--- config.mk ---
export PLATFORM = sky130hd
export DESIGN_NAME = encoder_ham
export DESIGN_NICKNAME = d
export VERILOG_FILES = /design/src/rtl/encoder_ham.sv
export SDC_FILE = /design/constraint.sdc
export NUM_CORES = 1
export LEC_CHECK = 0
export ABC_AREA = 0
export CAP_MARGIN = 20
export CORE_ASPECT_RATIO = 1.5
export CORE_UTILIZATION = 33
export DETAILED_ROUTE_END_ITERATION = 10
export PLACE_DENSITY = 0.54
export SLEW_MARGIN = 20
export SYNTH_ARGS = -nofsm -noshare
export SYNTH_HDL_FRONTEND = slang
export SYNTH_SLANG_ARGS = --single-unit
--- constraint.sdc ---
create_clock -name clk_i -period 3.3 [get_ports clk_i]
set_clock_uncertainty 0.15 [all_clocks]
set_input_delay 0.66 -clock clk_i [delete_from_list [all_inputs] [get_ports clk_i]]
set_output_delay 0.66 -clock clk_i [all_outputs]
set_load 0.05 [all_outputs]
--- src/rtl/encoder_ham.sv ---
// Hamming(21,16) SEC encoder with 2-entry skid buffer and optional single-bit
// error injection; codeword layout matches the team's Hamming decoder.
module encoder_ham #(
  parameter bit INJ_EN = 1'b1
) (
  input  logic        clk_i,
  input  logic        rst_i,
  input  logic [15:0] dat_i,
  input  logic        vld_i,
  output logic        rdy_o,
  input  logic        err_inj_i,
  input  logic [4:0]  err_pos_i,
  output logic [20:0] dat_o,
  output logic        vld_o,
  input  logic        rdy_i,
  output logic [15:0] cnt_o
);

  function automatic logic [20:0] encode(input logic [15:0] d);
    logic [20:0] c;
    c        = '0;
    c[2]     = d[0];
    c[6:4]   = d[3:1];
    c[14:8]  = d[10:4];
    c[20:16] = d[15:11];
    c[0]  = c[2] ^ c[4] ^ c[6] ^ c[8] ^ c[10] ^ c[12] ^ c[14] ^ c[16] ^ c[18] ^ c[20];
    c[1]  = c[2] ^ c[5] ^ c[6] ^ c[9] ^ c[10] ^ c[13] ^ c[14] ^ c[17] ^ c[18];
    c[3]  = c[4] ^ c[5] ^ c[6] ^ c[11] ^ c[12] ^ c[13] ^ c[14] ^ c[19] ^ c[20];
    c[7]  = ^c[14:8];
    c[15] = ^c[20:16];
    return c;
  endfunction

  logic [20:0] main_q, skid_q, flip, cw_in;
  logic        main_vld, skid_vld, rdy_q;
  logic [15:0] cnt_q;
  logic        acc, drain;

  // Injection flips one bit after parity, so the decoder sees a true single error.
  always_comb begin
    flip = '0;
    if (INJ_EN && err_inj_i && err_pos_i != 5'd0 && err_pos_i <= 5'd21)
      flip = 21'd1 << (err_pos_i - 5'd1);
    cw_in = encode(dat_i) ^ flip;
  end

  assign acc   = vld_i && rdy_q;
  assign drain = main_vld && rdy_i;

  always_ff @(posedge clk_i) begin
    if (!rst_i) begin
      main_q   <= '0;
      skid_q   <= '0;
      main_vld <= 1'b0;
      skid_vld <= 1'b0;
      rdy_q    <= 1'b0;
      cnt_q    <= '0;
    end else begin
      if (drain) cnt_q <= cnt_q + 16'd1;
      if (skid_vld) begin
        // rdy_q is low here, so nothing new can arrive this cycle.
        if (drain) begin
          main_q   <= skid_q;
          skid_vld <= 1'b0;
          rdy_q    <= 1'b1;
        end else begin
          rdy_q    <= 1'b0;
        end
      end else if (acc) begin
        if (!main_vld || drain) begin
          main_q   <= cw_in;
          main_vld <= 1'b1;
          rdy_q    <= 1'b1;
        end else begin
          skid_q   <= cw_in;
          skid_vld <= 1'b1;
          rdy_q    <= 1'b0;
        end
      end else begin
        if (drain) main_vld <= 1'b0;
        rdy_q <= 1'b1;
      end
    end
  end

  assign rdy_o = rdy_q;
  assign dat_o = main_q;
  assign vld_o = main_vld;
  assign cnt_o = cnt_q;

endmodule

# == Word level (Yosys, flattened, before mapping) ==
# Index checks and enable logic that the tools add are counted.
# word_totals
elab_cells,71
out_inout_bits,39
ff_bits,61
latchBits,0
inputBits,26
mem_bits_rw,0
mem_count,0
rom_bits,0
# classes
n_div,0
n_reduce_logical,15
shift,1
bitwise,28
mul,0
add_sub_neg,2
eq_ne,2
n_lt_le_gt_ge,1
mux,16
# op_table
cell,count
21-bit 2-to-1 mux,5
1-bit bitwise XOR,25
1-bit by 5-bit << shifter with 21-bit output (first input constant),1
21-bit bitwise XOR,1
16-bit by 1-bit adder with 16-bit output (second input constant),1
1-bit 2-to-1 mux,11
3-bit AND reduction,3
7-bit XOR reduction,1
2-bit nonzero test,3
5-bit <= comparator (second input constant),1
5-bit nonzero test,1
5-bit XOR reduction,1
5-bit by 1-bit subtractor with 5-bit output (second input constant),1
1-bit logical AND,4
2-bit by 1-bit inequality test with 1-bit output (second input constant),2
1-bit inverter,2
1-bit zero test,1
1-bit logical OR,1

# == Depth between registers and ports, before layout ==
# logic_depth
depth_word,13
ltp_mapped,7
ltp_nobuf,6

# == Least setup slack after synthesis ==
# No wires, ideal clock.
# synth_path
path_type,register to register
from,reg main_vld (netlist: vld_o)
to,reg skid_q[13]
synth_period_minus_slack_ps,2052
stages_incl_launch_ff,7
slack_ps,1248
t_arrival_ps,1774
setup_time_ps,128
path_cell_list,dfxtp_1 clkbuf_2 nand3_1 nor3_2 buf_2 mux2i_1 nor2_1
# synth_via
elab_chain_cells,4
word_cells_on_any_way,5
# synth_rtl
item,line_no,rtl
from (decl),35,"logic main_vld, skid_vld, rdy_q;"
from (signal assigned),54,main_vld <= 1'b0;
from (signal assigned),72,main_vld <= 1'b1;
from (signal assigned),80,if (drain) main_vld <= 1'b0;
1-bit zero test or 1-bit logical AND (tied branches),"70, 48",
1-bit logical OR *,70,if (!main_vld || drain) begin
1-bit inverter (no line) *,--,
3-bit AND reduction (no line) *,--,
to (signal assigned),75,skid_q <= cw_in;
to (decl),34,"logic [20:0] main_q, skid_q, flip, cw_in;"
# Mark *: on every way between the ends. The rest lies on a longest branch, timed or not.
# A chain may end at the register's enable or synchronous reset.

# == Worst setup path after layout ==
# layout_path
from,reg main_vld (netlist: vld_o)
to,out vld_o
# layout_lines
item,line_no,rtl
to (decl),14,"output logic vld_o,"
# No word-level cell between the ends.

==> metrics <==
Post-Synthesis Net Count=384; Worst setup SP type=register; Initial DRC Count=95; Required @ worst endpoint=2.49 ns; # rows=42; FFs w/ async S/R, synth=0%; Compound-Gate Fraction of Synth Area=12.4%; share of layout cells above drive strength 1=7.82%; worst hold path class=reg -> reg; TritonCTS clock tree=yes; vias per cell=4.98; Worst Reg-to-Reg Cells=4; Final Wtd Congestion=0.862; most common library cells after synthesis=61 x dfxtp_1, 50 x nor2_1, 34 x xnor2_1; Initial Util=34.5%; port bufs=64; Total Power=2.01 mW; first-pass GRT wire length=12000 um; antenna cells=0; Final #Nets=444; remaining global-route overflow=0; antenna-violating nets left=0; pwr/cell area=487 mW/mm^2; Buf/Inv on CP=1; Sink Count=61; CTS root buf=clkbuf_16; CP max stage delay=0.86 ns; flop2flop setup slack=1.17 ns; Max Freq=0.403 GHz; antenna violations before repair=0; CTS buffer count=9; worst hold path depth=2; CTS Buffer Depth=2; Hold Buf Count CTS=0; gr usage total=16.5%; status=finished clean; post-DP HPWL=5530 um; Synth area leader=dfxtp_1; Critical Path AT=1.67 ns; WP depth=1; wire per inst=14.0 um; Post-synth top flop=dfxtp_1; final period utilization=75.1%; crit path kind=reg -> out; slowest CP cell=clkdlybuf4s50_1; Seq/Total Area, Yosys=39.6%; fillers=905; mapped cell area=0.00309 mm^2; postcts setup bufs=0; top-count cell post-synth=dfxtp_1; Synth Area in Adders=0.406%; largest net degree at the start of global routing=44; Final Hold Viols=0; Cells after Synth=357; number of synthesized flops with an enable pin=0; setup TNS=0 ns; CTS clk-pin slew, worst paths=0.05 ns; ranking of synthesized cells by area=dfxtp_1 40%, xnor2_1 9.7%, xor2_1 7.4%; Vias=2652; fin crit period=2.48 ns; Hold Startpoint=dat_o[19]; hold-critical path endpoint=dat_o[19]; RR Startpoint=skid_vld; max cap viols=0; CP max FO=9; Simple-Gate Fraction of Synth Area=21.9%; post-synthesis average cell area=8.64 um^2; largest family of logic cells by synthesized area=simple AND/OR/NAND/NOR gates; die area=0.00975 mm^2; worst slew pin tran=0.798 ns; CTS resizes=0; final setup violation count=0; number of global-route vias before repair=2521; Synth top area share=39.6%; reg2reg end=dat_o[8]; CP Cell Sequence=clkdlybuf4s50_1; RSZ-0062 raised after global routing=false; drc violations=0; H-tree Lvls=3; Max transition margin=46.7%; mux share of post-synthesis cell area=4.54%; Core Area=0.00893 mm^2; Final Slew Violations=0; XOR/XNOR Fraction of Synth Area=17.8%; Seq cells post-synth=61; Yosys cell types=45; LEAKAGE=1.41 nW; Synth Warn #=0; TritonRoute pass-1 iters=4; CP Capture Type=output port; area added between synthesis and finish=33.5%; Die Width=81.0 um; clock latency on the worst-skew pair=0.33 ns; Routed WL=7460 um; crit-path leading delay family=buffers and inverters; Die Span Y=120 um; Ports=65; Peak VDD IR=0.266 mV
==> report_power, final <==
part / total [mW] / internal, mW / leakage (nW) / switching [mW]
clock network: 0.865 / 0.544 / 0.138 / 0.321
logic: 0.363 / 0.150 / 0.773 / 0.212
registers: 0.780 / 0.763 / 0.494 / 0.0170
==> layer usage <==
metal	vias up	share of wire [%]	global-route usage, %
met5	-	0	0
met4	0	2.2	8.37
met3	13	4.4	3.77
met2	77	51	28.5
met1	1218	42	18.5
li1	1344	-	-
==> layout make-up <==
cell class                 count  area, um^2  area share (%)
clock inverter                 4        22.5           0.547
tap                          110         138            3.34
sequential                    61        1220            29.7
timing repair buffer          69         691            16.8
multi-input combinational    270        1770            42.9
inverter                       6        22.5           0.547
clock buffer                  12         256            6.23
==> through the flow <==
stage          hold slack [ns]  setup WS [ns]  utilization [%]  cells  instance area, um^2
4_1_cts                  0.301          0.806             46.1    532                 4120
6_report                 0.298          0.821             46.1    532                 4120
2_1_floorplan            0.297           1.25                -    357                 3090
5_1_grt                  0.320          0.760             46.1    532                 4120
3_5_place_dp             0.294          0.655             43.0    516                 3840
3_3_place_gp             0.290          0.687             43.0    516                 3840
==> cells in the final DEF (no fill, tap or decap), drive strengths merged, types with 2 or more instances in the layout <==
cell type / Yosys / final
clkinv: 1 / 4
mux2i: 14 / 14
and4bb: 3 / 3
o221ai: 3 / 3
or3: 2 / 2
dfxtp: 61 / 61
a211oi: 11 / 11
nand4: 5 / 5
nand2: 29 / 29
nor4: 2 / 2
nand2b: 7 / 7
nand3: 24 / 24
o211ai: 6 / 6
a21oi: 14 / 14
a211o: 3 / 3
o21ai: 10 / 10
clkdlybuf4s50: 0 / 64
nor2b: 3 / 3
clkbuf: 12 / 12
a31o: 3 / 3
nand4b: 2 / 2
nor2: 51 / 51
buf: 8 / 5
nor3: 5 / 5
xnor2: 34 / 34
inv: 5 / 5
xor2: 26 / 26
==> state kept, by name, indices dropped and copies added (netlist names) <==
signal	count
cnt_o	16
dat_o	21
rdy_o	1
skid_q	21
skid_vld	1
vld_o	1
==> logic make-up after synthesis <==
logic type / Yosys count
compound gates: 56
xor+xnor: 61
fa+ha+maj: 1
buf+inv: 26
flops: 61
mux: 14
simple gates: 138
==> how the worst max path moves through the flow <==
stage | from | endpoint | slack (ns)
floorplan | vld_o | skid_q[13] | 1.25
global placement | rdy_i | cnt_o[12] | 0.69
detailed placement | rdy_i | cnt_o[12] | 0.65
CTS | vld_o | vld_o | 0.81
global route | vld_o | vld_o | 0.76
finish | vld_o | vld_o | 0.82
==> worst register-to-register path: stages, from the launching register on <==
cell,delay (ns)
dfxtp_1,0.76
inv_1,0.58
nor2_1,0.22
a211oi_1,0.06
a31o_2,0.25
(Power assumes the default switching activity.)
